**config.mk**
```make
export PLATFORM = sky130hd
export DESIGN_NAME = sprite_slot_renderer
export DESIGN_NICKNAME = d
export VERILOG_FILES = /design/src/rtl/sprite_slot_pkg.sv /design/src/rtl/sprite_slot_hit.sv /design/src/rtl/sprite_slot_renderer.sv
export SDC_FILE = /design/constraint.sdc
export NUM_CORES = 1
export LEC_CHECK = 0
export CORE_MARGIN = 1.5
export CORE_UTILIZATION = 39
export DETAILED_ROUTE_END_ITERATION = 6
export PLACE_DENSITY = 0.65
export RECOVER_POWER = 100
export SKIP_LAST_GASP = 1
export SYNTH_ARGS = -nofsm -noshare
export SYNTH_HDL_FRONTEND = slang
export SYNTH_SLANG_ARGS = --single-unit
```
**constraint.sdc**
```tcl
create_clock -name vga_clk -period 4.4 [get_ports vga_clk]
set_clock_uncertainty 0.2 [all_clocks]
set_input_delay 0.66 -clock vga_clk [delete_from_list [all_inputs] [get_ports vga_clk]]
set_output_delay 0.66 -clock vga_clk [all_outputs]
set_load 0.01 [all_outputs]
```
**src/rtl/sprite_slot_pkg.sv**
```systemverilog
// Shared types and helpers for the sprite slot renderer.
package sprite_slot_pkg;

  localparam int COLOR_W = 4;
  localparam int COORD_W = 10;

  typedef enum logic [1:0] {
    DIR_UP    = 2'd0,
    DIR_RIGHT = 2'd1,
    DIR_DOWN  = 2'd2,
    DIR_LEFT  = 2'd3
  } dir_t;

  typedef struct packed {
    logic               vis;
    logic [COORD_W-1:0] x;
    logic [COORD_W-1:0] y;
    dir_t               dir;
  } slot_t;

  // Span test widened by one bit so origin+len cannot wrap at the top of the coordinate range.
  function automatic logic in_span(input logic [COORD_W-1:0] p,
                                   input logic [COORD_W-1:0] o,
                                   input logic [COORD_W:0]   len);
    logic [COORD_W:0] p_w;
    logic [COORD_W:0] o_w;
    p_w = {1'b0, p};
    o_w = {1'b0, o};
    return (p_w >= o_w) && (p_w < (o_w + len));
  endfunction

  // True when two or more bits are set (up to 8 slots).
  function automatic logic multi_hot8(input logic [7:0] v);
    return (v & (v - 8'd1)) != 8'd0;
  endfunction

endpackage

```
**src/rtl/sprite_slot_hit.sv**
```systemverilog
// Per-slot bounding-box hit test and rotation of the in-sprite offset to ROM (u,v).
module sprite_slot_hit
  import sprite_slot_pkg::*;
#(
  parameter int SPRITE_W = 8,
  parameter int AW       = $clog2(SPRITE_W)
) (
  input  slot_t              slot,
  input  logic [COORD_W-1:0] draw_x,
  input  logic [COORD_W-1:0] draw_y,
  output logic               hit,
  output logic [AW-1:0]      u,
  output logic [AW-1:0]      v
);

  localparam logic [AW-1:0] S = AW'(SPRITE_W - 1);

  logic [AW-1:0] dx;
  logic [AW-1:0] dy;

  // Hit test plus direction-dependent remap of (dx,dy).
  always_comb begin
    hit = slot.vis &&
          in_span(draw_x, slot.x, (COORD_W + 1)'(SPRITE_W)) &&
          in_span(draw_y, slot.y, (COORD_W + 1)'(SPRITE_W));
    dx  = AW'(draw_x - slot.x);
    dy  = AW'(draw_y - slot.y);
    case (slot.dir)
      DIR_UP:    begin u = dx;     v = dy;     end
      DIR_RIGHT: begin u = dy;     v = S - dx; end
      DIR_DOWN:  begin u = S - dx; v = S - dy; end
      DIR_LEFT:  begin u = S - dy; v = dx;     end
      default:   begin u = dx;     v = dy;     end
    endcase
  end

endmodule

```
**src/rtl/sprite_slot_renderer.sv**
```systemverilog
// Multi-slot sprite renderer in the VGA colour path, fixed 2-cycle pixel latency.
// Optional per-slot overlap flags on port collide when SPRITE_COLLIDE_EN is defined.
module sprite_slot_renderer
  import sprite_slot_pkg::*;
#(
  parameter int NUM_SLOTS  = 4,
  parameter int SPRITE_W   = 8,
  parameter int IDX_W      = 1,
  parameter int TRANSP_IDX = 0,
  parameter int V_ACTIVE   = 480
) (
  input  logic                                             vga_clk,
  input  logic                                             reset,
  input  logic [9:0]                                       DrawX,
  input  logic [9:0]                                       DrawY,
  input  logic                                             blank,
  input  logic                                             wr_en,
  input  logic [((NUM_SLOTS > 1) ? $clog2(NUM_SLOTS) : 1)-1:0] wr_slot,
  input  logic [9:0]                                       wr_x,
  input  logic [9:0]                                       wr_y,
  input  logic [1:0]                                       wr_dir,
  input  logic                                             wr_vis,
  output logic [2*$clog2(SPRITE_W)-1:0]                    rom_addr,
  input  logic [IDX_W-1:0]                                 rom_q,
  output logic [IDX_W-1:0]                                 pal_index,
  input  logic [COLOR_W-1:0]                               pal_red,
  input  logic [COLOR_W-1:0]                               pal_green,
  input  logic [COLOR_W-1:0]                               pal_blue,
  input  logic [COLOR_W-1:0]                               bg_red,
  input  logic [COLOR_W-1:0]                               bg_green,
  input  logic [COLOR_W-1:0]                               bg_blue,
  output logic [COLOR_W-1:0]                               red,
  output logic [COLOR_W-1:0]                               green,
  output logic [COLOR_W-1:0]                               blue
`ifdef SPRITE_COLLIDE_EN
  ,
  output logic [NUM_SLOTS-1:0]                             collide
`endif
);

  localparam int         AW      = $clog2(SPRITE_W);
  localparam int         RGB_W   = 3 * COLOR_W;
  localparam logic [9:0] LATCH_Y = 10'(V_ACTIVE);

  slot_t [NUM_SLOTS-1:0] shadow_q, shadow_d;
  slot_t [NUM_SLOTS-1:0] active_q, active_d;

  logic                 frame_latch;
  logic [NUM_SLOTS-1:0] hit_vec;
  logic [AW-1:0]        u_arr [NUM_SLOTS];
  logic [AW-1:0]        v_arr [NUM_SLOTS];
  logic                 win_hit;
  logic [AW-1:0]        win_u;
  logic [AW-1:0]        win_v;

  logic             hit_q, hit_d;
  logic             blank_q, blank_d;
  logic [RGB_W-1:0] bg_q, bg_d;
  logic [RGB_W-1:0] rgb_q, rgb_d;

  assign frame_latch = (DrawX == 10'd0) && (DrawY == LATCH_Y);

  // Shadow takes CPU writes; active copies the pre-write shadow at the frame boundary.
  always_comb begin
    shadow_d = shadow_q;
    if (frame_latch) begin
      active_d = shadow_q;
    end else begin
      active_d = active_q;
    end
    if (wr_en && (int'(wr_slot) < NUM_SLOTS)) begin
      shadow_d[wr_slot] = '{vis: wr_vis, x: wr_x, y: wr_y, dir: dir_t'(wr_dir)};
    end else begin
      shadow_d = shadow_q;
    end
  end

  for (genvar i = 0; i < NUM_SLOTS; i++) begin : g_slot
    sprite_slot_hit #(
      .SPRITE_W(SPRITE_W),
      .AW      (AW)
    ) u_hit (
      .slot  (active_q[i]),
      .draw_x(DrawX),
      .draw_y(DrawY),
      .hit   (hit_vec[i]),
      .u     (u_arr[i]),
      .v     (v_arr[i])
    );
  end

  // Lowest-index hitting slot owns the pixel; scanning downward lets it overwrite the rest.
  always_comb begin
    win_hit = 1'b0;
    win_u   = '0;
    win_v   = '0;
    for (int i = NUM_SLOTS - 1; i >= 0; i--) begin
      win_hit = win_hit | hit_vec[i];
      win_u   = hit_vec[i] ? u_arr[i] : win_u;
      win_v   = hit_vec[i] ? v_arr[i] : win_v;
    end
    rom_addr = win_hit ? {win_v, win_u} : '0;
  end

  assign pal_index = rom_q;

  // Stage-1 delay of hit/blank/bg and stage-2 colour select.
  always_comb begin
    hit_d   = win_hit;
    blank_d = blank;
    bg_d    = {bg_red, bg_green, bg_blue};
    if (!blank_q) begin
      rgb_d = '0;
    end else if (hit_q && (rom_q != IDX_W'(TRANSP_IDX))) begin
      rgb_d = {pal_red, pal_green, pal_blue};
    end else begin
      rgb_d = bg_q;
    end
  end

  // Slot state and pixel pipeline registers.
  always_ff @(posedge vga_clk) begin
    if (reset) begin
      shadow_q <= '0;
      active_q <= '0;
      hit_q    <= 1'b0;
      blank_q  <= 1'b0;
      bg_q     <= '0;
      rgb_q    <= '0;
    end else begin
      shadow_q <= shadow_d;
      active_q <= active_d;
      hit_q    <= hit_d;
      blank_q  <= blank_d;
      bg_q     <= bg_d;
      rgb_q    <= rgb_d;
    end
  end

  assign red   = rgb_q[RGB_W-1:2*COLOR_W];
  assign green = rgb_q[2*COLOR_W-1:COLOR_W];
  assign blue  = rgb_q[COLOR_W-1:0];

`ifdef SPRITE_COLLIDE_EN
  logic [NUM_SLOTS-1:0] acc_q, acc_d;
  logic [NUM_SLOTS-1:0] collide_q, collide_d;
  logic                 multi_hit;

  // Sticky overlap accumulator, published and cleared at the frame boundary.
  always_comb begin
    multi_hit = multi_hot8(8'(hit_vec));
    if (frame_latch) begin
      collide_d = acc_q;
      acc_d     = '0;
    end else if (blank && multi_hit) begin
      collide_d = collide_q;
      acc_d     = acc_q | hit_vec;
    end else begin
      collide_d = collide_q;
      acc_d     = acc_q;
    end
  end

  // Collision registers.
  always_ff @(posedge vga_clk) begin
    if (reset) begin
      acc_q     <= '0;
      collide_q <= '0;
    end else begin
      acc_q     <= acc_d;
      collide_q <= collide_d;
    end
  end

  assign collide = collide_q;
`endif

endmodule

```
== Word-level counts from Yosys, hierarchy flattened ==
Index checks and enable logic that the tools add are counted.
Widths: inputs -> output; s select.

* Divide/modulo/power cells: 0
* Shift-type cells: 0
* Reduce and logical (&&, ||, !) cells: 25
* Multiplexer cells: 21
* Bitwise logic cells: 4
* Add/sub/neg operators: 24
* Eq/ne operators: 13
* $lt $le $gt $ge: 18
* Multiply operators: 0

{| class="wikitable"
|+ Operators by type and width
! operator !! number
|-
| $pmux 3 s4 || 8
|-
| $bwmux 92 || 1
|-
| $add 10x4->11 const B || 8
|-
| $lt 10x11->1 || 8
|-
| $ge 10x10->1 || 8
|-
| $demux 23 s2 || 1
|-
| $mux 3 || 8
|-
| $sub 3x3->3 || 8
|-
| $sub 3x3->3 const A || 8
|-
| $mux 23 || 1
|-
| $logic_and 1x1->1 || 19
|-
| $eq 2x2->1 const B || 8
|-
| $mux 12 || 1
|-
| $eq 10x9->1 const B || 1
|-
| $logic_not 10->1 || 1
|-
| $eq 2x1->1 const B || 4
|-
| $logic_not 2->1 || 4
|-
| $mux 6 || 1
|-
| $lt 2x3->1 const B || 1
|-
| $or 1x1->1 || 3
|-
| $ge 2x1->1 const B || 1
|-
| $reduce_or 2->1 || 1
|-
| $not 1->1 || 1
|}

* Bits in latches: 0
* Memory bits (writable): 0
* Memory bits (read-only): 0
* Register bits after elaboration: 210
* Word-level logic and storage cells: 141
* Memories kept: 0
* Output and inout port bits: 19

== Logic depth before layout (Yosys ltp) ==
* Depth after elaboration: 10
* Depth in mapped cells: 13

== Cells and area by module ==
Synthesis repeated with hierarchy kept, for this count alone.

* Cells, all modules: 1541
* Area total of the unflattened synthesis: 13171.4 um^2

{| class="wikitable"
|+ Modules (own cells, without submodules)
! module !! cells an instance !! area an instance (um^2) !! instances
|-
| sprite_slot_renderer || 929 || 8385.5 || 1
|-
| sprite_slot_hit at g_slot[1].u_hit ... || 157 || 1201.2 || 2
|-
| sprite_slot_hit at g_slot[0].u_hit || 150 || 1211.2 || 1
|-
| sprite_slot_hit at g_slot[3].u_hit || 148 || 1172.4 || 1
|}

== Worst setup path before layout ==
OpenSTA, ideal clock, no wires.

* Path kind: input -> output
* Start: in DrawY[0]
* End: out rom_addr[4]
* Required time: 3.540 ns
* Path slack: 0.699 ns
* Path buffers: 1
* Data arrival time: 2.841 ns
* Stages on the path: 12
* Cells stage by stage: inv_1 ha_1 inv_1 fa_1 a211oi_1 o21bai_1 a211oi_1 o21ai_1 and3_2 buf_2 and2_1 a311oi_1

* Word-level cells in the longest chain between the ends: 8
* Elaborated cells on any way between the ends: 36
* Classes of those cells: add/sub: 8; order compare: 8; mux: 9; bitwise: 3; reduce/logical: 8

{| class="wikitable"
|+ Ends and longest elaborated chain
! item !! line !! text
|-
| from (decl) || sprite_slot_renderer.sv:15 || <nowiki>input logic [9:0] DrawY,</nowiki>
|-
| $sub 3x3->3, or another cell as far along || sprite_slot_hit.sv:27 || <nowiki>dy = AW'(draw_y - slot.y);</nowiki>
|-
| $sub 3x3->3 / $logic_and 1x1->1 (equally long branches) || sprite_slot_hit.sv:31, sprite_slot_pkg.sv:29 ||
|-
| $pmux 3 s4 / $logic_and 1x1->1 (equally long branches) || sprite_slot_hit.sv:28, sprite_slot_hit.sv:24 ||
|-
| $mux 3 (4 in series) || sprite_slot_renderer.sv:100 || <nowiki>win_v = hit_vec[i] ? v_arr[i] : win_v;</nowiki>
|-
| $mux 6 * || sprite_slot_renderer.sv:102 || <nowiki>rom_addr = win_hit ? {win_v, win_u} : '0;</nowiki>
|-
| to (decl) || sprite_slot_renderer.sv:23 || <nowiki>output logic [2*$clog2(SPRITE_W)-1:0] rom_addr,</nowiki>
|}

Every way passes the cells marked *; elsewhere a longest branch is shown, timed or not.

== Worst setup path after layout ==
* Start: in DrawX[7]
* End: out rom_addr[0]

* Word-level cells in the longest chain between the ends: 9
* Elaborated cells on any way between the ends: 28
* Classes of those cells: order compare: 8; mux: 5; bitwise: 3; reduce/logical: 12

{| class="wikitable"
|+ Ends and longest elaborated chain
! item !! line !! text
|-
| from (decl) || sprite_slot_renderer.sv:14 || <nowiki>input logic [9:0] DrawX,</nowiki>
|-
| $lt 10x11->1 / $ge 10x10->1 (equally long branches) || sprite_slot_pkg.sv:29 || <nowiki>return (p_w >= o_w) && (p_w < (o_w + len));</nowiki>
|-
| $logic_and 1x1->1 || sprite_slot_pkg.sv:29 ||
|-
| $logic_and 1x1->1 || sprite_slot_hit.sv:23 || <nowiki>hit = slot.vis &&</nowiki>
|-
| $logic_and 1x1->1 || sprite_slot_hit.sv:24 || <nowiki>in_span(draw_x, slot.x, (COORD_W + 1)'(SPRITE_W)) &&</nowiki>
|-
| $mux 3 (4 in series) || sprite_slot_renderer.sv:99 || <nowiki>win_u = hit_vec[i] ? u_arr[i] : win_u;</nowiki>
|-
| $mux 6 * || sprite_slot_renderer.sv:102 ||
|}

Marked as above.

==> results.txt <==
Traced cell by cell, the critical path runs through dlygate4sd3_1, ha_1, a2111oi_1, buf_4, nand2_1, o21ai_1, a2bb2oi_2, and3_4, or2b_1, o31ai_1, buf_2. Once detail routing completed, the nets flagged for antenna violations numbered 0. The number of buffers created by CTS is 22.

The final reports fail on capacitance limit, slew limit. The tightest min-delay check is of the register to register type. The number of nets handed over by synthesis was 1,769. The total area of multi-input combinational cells is 7420 um2.

The count of pins on the block boundary came out at 93. On the worst path, the slowest cell contributes a delay of 0.56 ns. In this run the standard cell core region covers 30,600 um2.

The sum of negative setup slack came out at 0 ns. For the pin with the worst max-slew slack, the measured transition is 3.25 ns. The total internal power came out at 0.00326 W. The detailed-route DRC error count came out at 0. In this run the static leakage power is 5.52 nW. CTS placed an instance of clkbuf_16 at the clock tree root. The largest vdd supply drop came out at 0.000251 V. The via count of the first global-routing pass is 10,400. The number of storage elements in the synthesis netlist is 210. The sum of overflow across all layers after global routing came out at 0. The total number of vias is 11,000. The type of origin of the critical path is a primary input. The share of the core filled with cells in the final layout came out at 49.3%. The endpoint kind of the worst setup timing path is an output pin. For this run, asynchronously set or reset flops after synthesis account for 0%. The sequential cell area fraction in the yosys report came out at 34.7%. Headroom to the max-slew limit came out at -117%.

The number of antenna violations at the first check in global routing is 1. The floorplan row count came out at 64. The worst endpoint required time came out at 3.54 ns. No sink is reached through more buffers than the 3 on the longest clock path.

The detailed-placement wirelength estimate came out at 26,600 um. The detailed-route wire length per cell is 16.7 um. The number of antenna repair diodes came out at 0. Across every metal layer, demand over resource in global routing totals 22.0%. The storage element area is 4210 um2. The setup path with the least slack is of type primary input to output pin. The synthesized netlist occupies a cell area of 12,100 um2. The final worst-path cycle share came out at 98.4%.

The total length of routed wires is 35,500 um. Clock tree synthesis found a total of 210 sinks. Setup repair after global routing could not meet its margin everywhere.

The number of hold buffers added after CTS was 0. CTS built an H-tree with a depth of 1. The flow ran to the end, but the final reports show violations. The tool flagged a number of max-cap violations equal to 2.

The CTS clock-pin slew for the worst setup and hold paths came out at 0.06 ns. TritonCTS built the clock tree. The completed layout was analyzed and its total power is 0.00428 W. The final RePlAce weighted congestion is 0.894.

The cell count after synthesis is 1,543. The leading register cell type out of synthesis is dfxtp_1. The average cell area after synthesis is 7.84 um2.

From bottom edge to top edge, the die measures 179 um. Yosys mapped the design onto 67 distinct sky130hd cell types. At the worst endpoint, the arrival time is 3.47 ns. The sequential share of power is 45.6%. The final net count came out at 1,941. The clock network fraction of total power came out at 43.1%. The switching share of power came out at 23.8%. The number of failing setup endpoints in the final timing report is 0.

The number of iterations in the first detailed-routing pass is 7. The fraction of layout cells with a size suffix above 1 is 12.7%. The largest fanout on the critical path is 8. The power density over the cells came out at 284 nW/um2. Subtracting the final worst setup slack from the clock period gives 4.33 ns.

The number of flops mapped to enable cells by yosys is 0. Among all stages on the critical path, the largest delay is contributed by dlygate4sd3_1. The synthesis-to-layout area growth is 24.7%.

The mean number of vias per cell is 5.16. The sum of buffers and inverters on the critical path came out at 3. The number of hold violations in the final report came out at 0. The first global-routing pass estimated 55,500 um of wire. The die covers 32,100 um2.

The upper clock frequency limit is 231 MHz. The cell type group with the largest total delay on the critical path is compound AO/OA/AOI/OAI gates. The total count of max-transition violations in the final report came out at 146. The number of fillers in the final layout came out at 3,033.

The power spent charging and discharging nets is 0.00102 W. The floorplan step set the die width to 179 um. The later pin in the worst-skew pair is clocked with a latency of 0.50 ns.

Entering global routing, the biggest net connects 93 pins. The number of warnings issued by yosys is 0. The count of input and output buffers is 92. The share of total power in combinational logic is 11.3%. The initial detailed-routing violation count came out at 975. The initial utilization of the core area, before any placement, comes to 39.6%.
-- per-layer routing --
layer / GRT usage [%] / vias up / share of wire, %
li1: - / 5556 / -
met1: 32.2 / 5091 / 48
met4: 3.75 / 2 / 1.3
met2: 34.8 / 274 / 44
met5: 0 / - / 0.031
met3: 2.65 / 35 / 6.3
-- area by class of cell --
cell class,instances,area share (%)
Clock buffer,33,4.39
Sequential cell,210,27.9
Timing Repair Buffer,224,12.4
Inverter,100,2.49
Clock inverter,4,0.365
Tap cell,396,3.28
Multi-Input combinational cell,1157,49.1
-- timing repair --
| action | CTS | global route |
|---|---|---|
| buffers inserted | 3 | 1 |
| endpoints found under the setup margin | 6 | 6 |
| pin swaps | 5 | 6 |
| gates resized for setup | 37 | 34 |
-- cells by family (layout without fill, tap and decap cells) --
kind of cell | count (synthesis) | count (layout) | share of synthesized area, %
mux | 18 | 18 | 1.50
simple gates | 573 | 573 | 20.4
xor+xnor | 72 | 72 | 5.21
flops | 210 | 210 | 34.7
fa+ha+maj | 152 | 152 | 16.2
buf+inv | 176 | 361 | 5.61
compound gates | 342 | 342 | 16.4
-- layout by cell type (no fill, tap or decap), types with 4 or more instances in the layout --
cell type	netlist	layout
dfxtp_2	0	5
nor2_1	17	17
and3_1	12	10
clkbuf_2	1	5
xnor2_1	63	62
o2111ai_1	6	6
buf_2	11	5
nand3_1	32	31
a311oi_2	1	4
nor3_1	21	17
o21ai_0	28	25
o21a_1	10	10
ha_1	144	142
nand4_1	10	10
clkbuf_16	0	23
nand2b_1	5	5
nor2b_1	19	19
nor3_2	1	4
dfxtp_1	210	205
clkbuf_1	60	7
dlygate4sd3_1	0	14
nand2_1	422	421
mux2i_1	17	17
inv_1	100	98
nor4_1	6	4
and2_1	6	6
a21oi_1	230	230
xor2_1	9	9
fa_1	8	7
buf_4	1	123
o21ai_1	8	11
clkdlybuf4s50_1	0	70
o211ai_1	4	4
a211oi_1	13	11
a21o_1	7	7
a211o_1	4	4
clkbuf_8	0	5
-- through the flow --
stage	cells	setup WS (ns)	instance area, um2	hold slack, ns
global placement	2083	-0.487	14200	0.224
global route	2124	-0.114	15100	0.261
detailed placement	2083	-0.436	14200	0.235
finish	2124	0.0682	15100	0.234
CTS	2123	0.0353	15000	0.239
floorplan	1543	0.699	12100	0.222
-- worst reg2reg max path: cells and delay by family (launching register included) --
family | cells | cell delay [ns]
DFF | 1 | 0.45
buffers and inverters | 2 | 0.32
adders and majority gates | 2 | 0.52
and+or+nand+nor | 3 | 0.38
AOI/OAI and AO/OA | 5 | 1.04
xor gates and xnor gates | 1 | 0.14
-- cell usage after synthesis (2+ instances only) --
master	n	area [um2]
o21ai_0	28	140
inv_1	100	375
o21a_1	10	75.1
nor4_1	6	37.5
nand2b_1	5	31.3
xnor2_1	63	552
dfxtp_1	210	4200
o31ai_1	2	15.0
a211oi_1	13	97.6
a32oi_1	3	26.3
a211o_1	4	35.0
o211a_1	3	30.0
o211ai_1	4	30.0
and3_1	12	75.1
a311oi_1	4	35.0
buf_2	11	55.1
or3_1	2	12.5
and2_1	6	37.5
mux2i_1	17	170
a31o_2	2	17.5
nand4b_1	3	26.3
or4_1	2	15.0
ha_1	144	1800
fa_1	8	160
nand2_1	422	1580
nor2_1	17	63.8
a21oi_1	230	1150
buf_1	3	11.3
a21o_1	7	52.6
o21ai_1	8	40.0
nor2b_1	19	119
o2111ai_1	6	52.6
nand3_1	32	160
nand4_1	10	62.6
a41oi_1	2	17.5
clkbuf_1	60	225
nor3_1	21	105
nand3b_1	3	22.5
nor3b_1	2	15.0
a2111oi_0	4	35.0
xor2_1	9	78.8
-- path summary, 6_finish.rpt --
path         cells past startpoint    startpoint          end  slack [ns]
max reg2reg                     13  active_q[74]        hit_q        1.01
min reg2reg                      2       bg_q[9]     rgb_q[9]        0.23
min                              2       bg_q[9]     rgb_q[9]        0.23
max                             11      DrawX[7]  rom_addr[0]        0.07
-- sequential cells by signal, indices dropped and copies added, names as in the netlist --
name and flops:
shadow_q 92, hit_q 1, active_q 92, rgb_q 12, bg_q 12, blank_q 1
-- power by group through the flow --
stage / combinational (W) / clock (W) / sequential [W]
2_1_floorplan: 0.000233 / 0 / 0.00199
4_1_cts: 0.000482 / 0.00187 / 0.00195
3_3_place_gp: 0.000464 / 0 / 0.00199
6_report: 0.000485 / 0.00184 / 0.00195
3_5_place_dp: 0.000473 / 0 / 0.00199
5_1_grt: 0.000536 / 0.00195 / 0.00195
No activity file was read; power rests on OpenSTA's default activity.
